File: config.mk
export PLATFORM = sky130hd
export DESIGN_NAME = dm_access_unit
export DESIGN_NICKNAME = d
export VERILOG_FILES = /design/src/rtl/dm_pkg.sv /design/src/rtl/dm_access_unit_ext.sv /design/src/rtl/dm_access_unit.sv
export SDC_FILE = /design/constraint.sdc
export NUM_CORES = 1
export LEC_CHECK = 0
export ABC_AREA = 1
export BUFFER_PORTS_ARGS = -buffer_cell sky130_fd_sc_hd__clkbuf_2
export CELL_PAD_IN_SITES_DETAIL_PLACEMENT = 1
export CELL_PAD_IN_SITES_GLOBAL_PLACEMENT = 1
export CORE_ASPECT_RATIO = 0.6
export CORE_MARGIN = 10
export CORE_UTILIZATION = 31
export CTS_CLUSTER_SIZE = 16
export DETAILED_ROUTE_END_ITERATION = 10
export PLACE_DENSITY = 0.87
export SLEW_MARGIN = 20
export SYNTH_ARGS = -nofsm -noshare
export SYNTH_HDL_FRONTEND = slang
export SYNTH_HIERARCHICAL = 1
export SYNTH_SLANG_ARGS = --single-unit
File: constraint.sdc
create_clock -name clk -period 1.44 [get_ports clk]
set_input_delay 0.072 -clock clk [delete_from_list [all_inputs] [get_ports clk]]
set_output_delay 0.072 -clock clk [all_outputs]
set_load 0.1 [all_outputs]
File: src/rtl/dm_pkg.sv
// dm_pkg: shared definitions for the data-memory access (M) stage.
// Holds the memory op encodings, exception codes, the M-stage payload
// struct and small op-classification helpers.
package dm_pkg;

  localparam int unsigned XLEN = 32;
  localparam int unsigned OPW  = 4;
  localparam int unsigned REGW = 5;
  localparam int unsigned EXCW = 5;
  localparam int unsigned BEW  = XLEN / 8;

  typedef enum logic [OPW-1:0] {
    OP_NOP = 4'd0,
    OP_ALU = 4'd1,
    OP_LW  = 4'd2,
    OP_LH  = 4'd3,
    OP_LHU = 4'd4,
    OP_LB  = 4'd5,
    OP_LBU = 4'd6,
    OP_SW  = 4'd7,
    OP_SH  = 4'd8,
    OP_SB  = 4'd9
  } dm_op_e;

  localparam logic [EXCW-1:0] EXC_NONE = 5'd0;
  localparam logic [EXCW-1:0] EXC_ADEL = 5'd4;
  localparam logic [EXCW-1:0] EXC_ADES = 5'd5;

  // Instruction payload held by the M stage register.
  typedef struct packed {
    logic            valid;
    logic [OPW-1:0]  op;
    logic [XLEN-1:0] alu_out;
    logic [XLEN-1:0] rt;
    logic [REGW-1:0] rd;
    logic [XLEN-1:0] pc;
  } m_stage_t;

  function automatic logic op_is_load(logic [OPW-1:0] op);
    return (op == OP_LW) || (op == OP_LH) || (op == OP_LHU) ||
           (op == OP_LB) || (op == OP_LBU);
  endfunction

  function automatic logic op_is_store(logic [OPW-1:0] op);
    return (op == OP_SW) || (op == OP_SH) || (op == OP_SB);
  endfunction

  // Word ops need addr[1:0]==0, halfword ops need addr[0]==0.
  function automatic logic addr_misaligned(logic [OPW-1:0] op, logic [1:0] a);
    case (op)
      OP_LW, OP_SW:         return a != 2'b00;
      OP_LH, OP_LHU, OP_SH: return a[0];
      default:              return 1'b0;
    endcase
  endfunction

endpackage

File: src/rtl/dm_access_unit_ext.sv
// dm_ext: load data extraction and sign/zero extension (combinational).
// Ports:
//   op_i    - memory op code of the instruction in M
//   addr_i  - low two address bits (lane select)
//   rdata_i - word read from data memory
//   data_o  - extended load value (0 for non-load ops)
module dm_ext
  import dm_pkg::*;
(
  input  logic [OPW-1:0]  op_i,
  input  logic [1:0]      addr_i,
  input  logic [XLEN-1:0] rdata_i,
  output logic [XLEN-1:0] data_o
);

  logic [15:0] half_sel;
  logic [7:0]  byte_sel;

  // Lane selection followed by extension per op.
  always_comb begin
    half_sel = addr_i[1] ? rdata_i[31:16] : rdata_i[15:0];
    case (addr_i)
      2'd0:    byte_sel = rdata_i[7:0];
      2'd1:    byte_sel = rdata_i[15:8];
      2'd2:    byte_sel = rdata_i[23:16];
      default: byte_sel = rdata_i[31:24];
    endcase
    data_o = '0;
    case (op_i)
      OP_LW:   data_o = rdata_i;
      OP_LH:   data_o = {{16{half_sel[15]}}, half_sel};
      OP_LHU:  data_o = {16'h0000, half_sel};
      OP_LB:   data_o = {{24{byte_sel[7]}}, byte_sel};
      OP_LBU:  data_o = {24'h000000, byte_sel};
      default: data_o = '0;
    endcase
  end

endmodule

File: src/rtl/dm_access_unit.sv
// dm_access_unit: M pipeline stage of the datapath. Holds one instruction
// from E, drives the data-memory port (address, replicated store data,
// byte enables), extracts load data and registers the GRF write-back (W).
// Ports:
//   clk, reset            - clock, synchronous active-high reset
//   e_*                   - instruction arriving from the E stage
//   stall / flush         - freeze M / replace incoming E with a bubble
//   m_data_*, m_inst_addr - data-memory port and PC of the M instruction
//   w_*                   - registered GRF write-back
//   m_exc                 - address-error exception code (0 = none)
// Config: define DM_ALIGN_CHECK_EN to trap misaligned word/halfword accesses.
module dm_access_unit
  import dm_pkg::*;
(
  input  logic            clk,
  input  logic            reset,
  input  logic            e_valid,
  input  logic [OPW-1:0]  e_op,
  input  logic [XLEN-1:0] e_alu_out,
  input  logic [XLEN-1:0] e_rt,
  input  logic [REGW-1:0] e_rd,
  input  logic [XLEN-1:0] e_pc,
  input  logic            stall,
  input  logic            flush,
  output logic [XLEN-1:0] m_data_addr,
  output logic [XLEN-1:0] m_data_wdata,
  output logic [BEW-1:0]  m_data_byteen,
  output logic [XLEN-1:0] m_inst_addr,
  input  logic [XLEN-1:0] m_data_rdata,
  output logic            w_grf_we,
  output logic [REGW-1:0] w_grf_addr,
  output logic [XLEN-1:0] w_grf_wdata,
  output logic [XLEN-1:0] w_inst_addr,
  output logic [EXCW-1:0] m_exc
);

  m_stage_t        m_q, m_d;
  logic            misal;
  logic [BEW-1:0]  be_raw;
  logic [XLEN-1:0] ext_data;

  logic            w_we_q, w_we_d;
  logic [REGW-1:0] w_addr_q, w_addr_d;
  logic [XLEN-1:0] w_wdata_q, w_wdata_d;
  logic [XLEN-1:0] w_pc_q, w_pc_d;

  // M next state: hold on stall, bubble on flush, else take E.
  always_comb begin
    m_d = m_q;
    if (!stall) begin
      if (flush) begin
        m_d = '0;
      end else begin
        m_d.valid   = e_valid;
        m_d.op      = e_op;
        m_d.alu_out = e_alu_out;
        m_d.rt      = e_rt;
        m_d.rd      = e_rd;
        m_d.pc      = e_pc;
      end
    end
  end

  always_ff @(posedge clk) begin
    if (reset) m_q <= '0;
    else       m_q <= m_d;
  end

`ifdef DM_ALIGN_CHECK_EN
  assign misal = m_q.valid & addr_misaligned(m_q.op, m_q.alu_out[1:0]);
  assign m_exc = misal ? (op_is_store(m_q.op) ? EXC_ADES : EXC_ADEL) : EXC_NONE;
`else
  assign misal = 1'b0;
  assign m_exc = EXC_NONE;
`endif

  assign m_data_addr = m_q.alu_out;
  assign m_inst_addr = m_q.pc;

  // Raw lane enables and replicated store data for the op in M.
  always_comb begin
    be_raw       = '0;
    m_data_wdata = '0;
    case (m_q.op)
      OP_SW: begin
        be_raw       = 4'b1111;
        m_data_wdata = m_q.rt;
      end
      OP_SH: begin
        be_raw       = m_q.alu_out[1] ? 4'b1100 : 4'b0011;
        m_data_wdata = {2{m_q.rt[15:0]}};
      end
      OP_SB: begin
        be_raw       = 4'b0001 << m_q.alu_out[1:0];
        m_data_wdata = {4{m_q.rt[7:0]}};
      end
      default: ;
    endcase
  end

  // Enables are live only in a cycle that ends in a non-stalled, non-reset
  // edge, so a store commits exactly once.
  assign m_data_byteen = (reset || stall || !m_q.valid || misal) ? '0 : be_raw;

  dm_ext u_ext (
    .op_i    (m_q.op),
    .addr_i  (m_q.alu_out[1:0]),
    .rdata_i (m_data_rdata),
    .data_o  (ext_data)
  );

  // W next state: bubble on stall (payload held), else capture M result.
  always_comb begin
    w_we_d    = 1'b0;
    w_addr_d  = w_addr_q;
    w_wdata_d = w_wdata_q;
    w_pc_d    = w_pc_q;
    if (!stall) begin
      w_we_d    = m_q.valid & (op_is_load(m_q.op) | (m_q.op == OP_ALU)) &
                  (m_q.rd != '0) & ~misal;
      w_addr_d  = m_q.rd;
      w_wdata_d = op_is_load(m_q.op) ? ext_data : m_q.alu_out;
      w_pc_d    = m_q.pc;
    end
  end

  always_ff @(posedge clk) begin
    if (reset) begin
      w_we_q    <= 1'b0;
      w_addr_q  <= '0;
      w_wdata_q <= '0;
      w_pc_q    <= '0;
    end else begin
      w_we_q    <= w_we_d;
      w_addr_q  <= w_addr_d;
      w_wdata_q <= w_wdata_d;
      w_pc_q    <= w_pc_d;
    end
  end

  assign w_grf_we    = w_we_q;
  assign w_grf_addr  = w_addr_q;
  assign w_grf_wdata = w_wdata_q;
  assign w_inst_addr = w_pc_q;

endmodule

# Word-level counts from Yosys, hierarchy flattened
# Cells that the tools add are included.
[totals]
register_bits = 176
latchBits = 0
ram_bits = 0
rom_bits = 0
input_bits = 142
out_inout_bits = 175
wordCells = 44
n_memories = 0
[classes]
add_sub_neg = 0
mul = 0
div_mod_pow = 0
order_cmp = 0
eq_ne = 11
shift = 1
muxes = 9
bitwise = 3
reduce_logical = 10
[op_table]
columns = ["operator", "n"]
rows = [
  ["$pmux 32 s5", 1],
  ["$mux 106", 1],
  ["$pmux 32 s3", 1],
  ["$mux 32", 1],
  ["$pmux 8 s3", 1],
  ["$eq 4x3->1 const B", 4],
  ["$mux 16", 1],
  ["$pmux 4 s3", 1],
  ["$eq 4x2->1 const B", 2],
  ["$eq 4x4->1 const B", 2],
  ["$mux 4", 2],
  ["$logic_or 1x1->1", 6],
  ["$reduce_bool 5->1", 1],
  ["$eq 4x1->1 const B", 1],
  ["$shl 1x2->4 const A", 1],
  ["$and 1x1->1", 2],
  ["$eq 2x1->1 const B", 1],
  ["$eq 2x2->1 const B", 1],
  ["$logic_not 2->1", 1],
  ["$reduce_or 2->1", 1],
  ["$logic_not 1->1", 1],
  ["$or 1x1->1", 1],
]

# Longest topological paths before layout
[depth]
word_depth = 8
mapped_depth = 12
depth_no_buf = 10

# By module
# Netlist, hierarchy kept.
[modules_own_cells]
columns = ["mod", "instances", "cells_each", "area_per_inst_um2", "seq_area_each_um2"]
rows = [
  ["dm_access_unit", 1, 1102, 7870.0, 3523.4],
  ["dm_ext", 1, 220, 1047.3, 0.0],
]

# Worst setup path after synthesis
# Ideal clock, no wire load.
[synth_timing]
kind = "flip-flop to output port"
from = "register m_q[104] in the netlist's numbering"
to = "output m_data_wdata[16]"
t_arrival_ps = 2954
required_time_ps = 1368
setup_slack_ps = -1586
stages_incl_launch_ff = 5
path_buffers = 0
cell_sequence = "dfxtp_1 inv_1 nor2_4 nand2_1 o21ai_0"
[synth_via]
elab_chain_len = 2
elab_cells_between_ends = 4
classes_between = "eq/ne: 3; mux: 1"
[synth_lines]
columns = ["element", "line", "text"]
rows = [
  ["start, declared", "dm_access_unit.sv:37", "m_stage_t m_q, m_d;"],
  ["start signal, assigned", "dm_access_unit.sv:66", "else m_q <= m_d;"],
  ["$eq 4x4->1 / $eq 4x3->1 (equally long branches)", "dm_access_unit.sv:84", "case (m_q.op)"],
  ["$pmux 32 s3 (*)", "dm_access_unit.sv:84", ""],
  ["end, declared", "dm_access_unit.sv:26", "output logic [XLEN-1:0] m_data_wdata,"],
]
# Mark *: on every way between the ends. The rest lies on a longest branch, timed or not.

# Worst setup path in the final report
[layout_timing]
from = "register m_q[103] in the netlist's numbering"
to = "output m_data_wdata[27]"
# Same word-level chain as after synthesis.

==> run summary <==
run status: finished, violations left
failing checks: setup timing
CP Max Fanout: 6
dpl ws: -0.248 ns
Mapped Area: 8920 µm²
average wire per standard cell: 24.7 µm
io pins: 317
Seq pwr share: 0.373
Worst Hold End: w_inst_addr[31]$_SDFFE_PP0N_
largest net degree at the start of global routing: 106
CTS Buf Count: 17
Power Dens Cells: 944 nW/µm²
RSZ-0062 raised after global routing: true
share of post-route cells with drive strength above 1: 0.396
DP HPWL: 28600 µm
final hold slack: 0.0443 ns
Least-Margin Pin Slew: 0.634 ns
Port Buffer Count: 311
Pint: 8.82 mW
Final WS setup: -0.669 ns
CP Class: reg2out
Max-Cap Viols: 0
CTS tree: yes
Overflow after GRT: 0
data arrival time of the worst path: 2.04 ns
Slowest-stage cell, CP: dfxtp_4
# setup viols final: 69
Worst-Skew Late Latency: 0.46 ns
Max clock buf depth: 2
reg2reg end: w_grf_wdata[9]$_SDFFE_PP0N_
Starting Density: 0.319
Initial DRC Count: 852
f_max: 0.474 GHz
area delta synth->final: 67.6%
Tcrit/Tclk final: 1.46
H-tree levels: 4
Total Power: 14.1 mW
CP endpoint kind: output pin
gpl congestion: 0.860
Root Buffer Master: clkbuf_16
first-pass GRT wire length: 75100 µm
Comb power frac: 0.268
worst min path class: in2reg
Hold Path Stages: 3
NetSw: 5.29 mW
Die Wd: 239 µm
synthesized instance count: 1322
die height: 151 µm
relative slew slack: 0.579
Yosys warning count: 6
Pleak: 6.60 nW
switching share of power: 0.375
CP most frequent cell: buf_12
Hold Startpoint: stall
Top delay family on crit path: buffers and inverters
Worst Clk Skew: 0.0112 ns
critical path buffer and inverter count: 4
vias in the first global route: 12092
GRT Total Usage: 0.271
vias after detailed routing: 11324
sequential cell area fraction in the yosys report: 0.395
synth unique cells: 28
# DRC: 0
Cell Rows: 47
RR Startpoint: m_data_addr[1]$_SDFFE_PP0N_
post-layout net count: 1871
Synth area leader: dfxtp_1
FF-to-FF path depth: 13
CP Launch Type: flop
total clock sinks: 176
Detailed Route WL: 52200 µm
Layout fillers: 3350
final hold violation count: 0
share of the synthesized area in the top cell type: 0.395
Final Slew Violations: 0
register bit total from synthesis: 176
die area: 36200 µm²
Via density: 5.36
max incr delay on CP: 0.37 ns
CP cell instances: buf_12, nand4_1, bufinv_8, clkbuf_16, nand2_1, o211ai_1, buf_12
Routed Antenna Nets: 0
synth top area cells: dfxtp_1 (40%), nand2_1 (15%), nor2_1 (8.0%)
Clk pin slew, worst setup/hold paths: 0.07 ns
largest vdd supply drop: 746 µV
initial antenna violation count: 6
fin crit period: 2.11 ns
Data required, critical path: 1.37 ns
Synth Area per Inst: 6.75 µm²
core area: 27900 µm²
final core utilization: 0.535
1st-pass router iterations: 5
setup_tns: -32.81 ns
Clock power frac: 0.359
Reg2Reg Setup Slack: -0.42 ns
tightest hold or removal path, cell delays in order:
cell	delay, ns
buf_4	0.19
o21ai_0	0.11
nor2_1	0.08
what timing repair did:
action	in CTS	in global routing
buffers inserted	38	14
hold endpoints to repair	106	0
hold buffers	110	0
pin swaps	73	70
setup endpoints to repair	73	95
gates resized for setup	165	153
gates cloned	20	1
registers in the layout (all words and copies together) (netlist names):
name         cells
m_q             42
m_data_addr     32
m_inst_addr     32
w_grf_wdata     32
w_inst_addr     32
w_grf_addr       5
w_grf_we         1
routing by layer:
metal,share of wire,track usage
met1,0.38,0.301
met2,0.50,0.479
met3,0.076,0.0695
met4,0.050,0.135
met5,0,0
cells in the mapped netlist (all sizes together):
library cell,instances
bufinv,1
nand4,1
o211ai,16
clkbuf,30
nor2,194
nand3b,1
conb,1
nor3,1
o21ai,90
inv,73
a21oi,146
nand3,107
nand2,355
and2,1
dfxtp,176
buf,129
cells by family after synthesis:
logic type	count (synthesis)	share of synthesized area
DFF	176	0.395
buffers and inverters	233	0.150
AOI/OAI and AO/OA	252	0.152
and+or+nand+nor	660	0.303
other	1	0.000421
placed cells by master, fill, tap and decap left out, types with 3 or more instances in the layout:
cell type / synthesis / layout
a21oi_1: 135 / 110
a21oi_2: 10 / 30
a21oi_4: 1 / 6
buf_12: 0 / 60
buf_16: 0 / 11
buf_2: 30 / 23
buf_4: 79 / 53
buf_6: 15 / 26
buf_8: 0 / 6
clkbuf_16: 0 / 23
clkbuf_2: 0 / 237
clkbuf_4: 0 / 7
conb_1: 1 / 5
dfxtp_1: 176 / 170
dfxtp_4: 0 / 6
diode_2: 0 / 5
dlygate4sd3_1: 0 / 110
inv_1: 72 / 41
inv_2: 1 / 25
inv_4: 0 / 4
inv_6: 0 / 5
inv_8: 0 / 3
nand2_1: 352 / 316
nand2_2: 3 / 24
nand2_4: 0 / 14
nand2_8: 0 / 3
nand3_1: 101 / 39
nand3_2: 4 / 56
nand3_4: 2 / 13
nor2_1: 189 / 162
nor2_2: 2 / 11
nor2_4: 3 / 21
o211ai_1: 16 / 16
o21ai_0: 89 / 78
o21ai_2: 1 / 3
o21ai_4: 0 / 7
layout make-up:
cell class                 instances  area [µm²]  area share
multi-input combinational        920        5080       0.340
timing repair buffer             540        4920       0.329
sequential                       176        3550       0.237
tap                              367         459      0.0307
clock buffer                      19         443      0.0296
inverter                          74         314      0.0210
clock inverter                    13         168      0.0112
antenna                            5        12.5    0.000837
power by group through the flow:
| stage | Sequential (mW) | Clock (mW) | Combinational, mW |
|---|---|---|---|
| CTS | 5.24 | 5.03 | 3.53 |
| finish | 5.27 | 5.07 | 3.78 |
| global route | 5.29 | 5.32 | 3.93 |
| floorplan | 6.09 | 0 | 1.48 |
| detailed placement | 5.36 | 0 | 2.99 |
| global placement | 5.34 | 0 | 2.93 |
how the worst max path moves through the flow:
stage | startpoint | to | depth (start not counted)
final | m_q[103]$_SDFFE_PP0N_ | m_data_wdata[27] | 7
after global routing | m_q[103]$_SDFFE_PP0N_ | m_data_wdata[9] | 7
after CTS | m_q[102]$_SDFFE_PP0N_ | m_data_wdata[24] | 5
after global placement | m_q[103]$_SDFFE_PP0N_ | m_data_wdata[0] | 6
after detailed placement | m_q[103]$_SDFFE_PP0N_ | m_data_wdata[6] | 6
after floorplan | m_q[104]$_SDFFE_PP0N_ | m_data_wdata[12] | 5
metrics by stage:
stage / instance area (µm²) / std cells
6_report: 14900 / 2114
5_1_grt: 14900 / 2114
4_1_cts: 14400 / 2101
3_5_place_dp: 11400 / 1904
3_3_place_gp: 11400 / 1904
2_1_floorplan: 9110 / 1326
(Power assumes the default switching activity.)
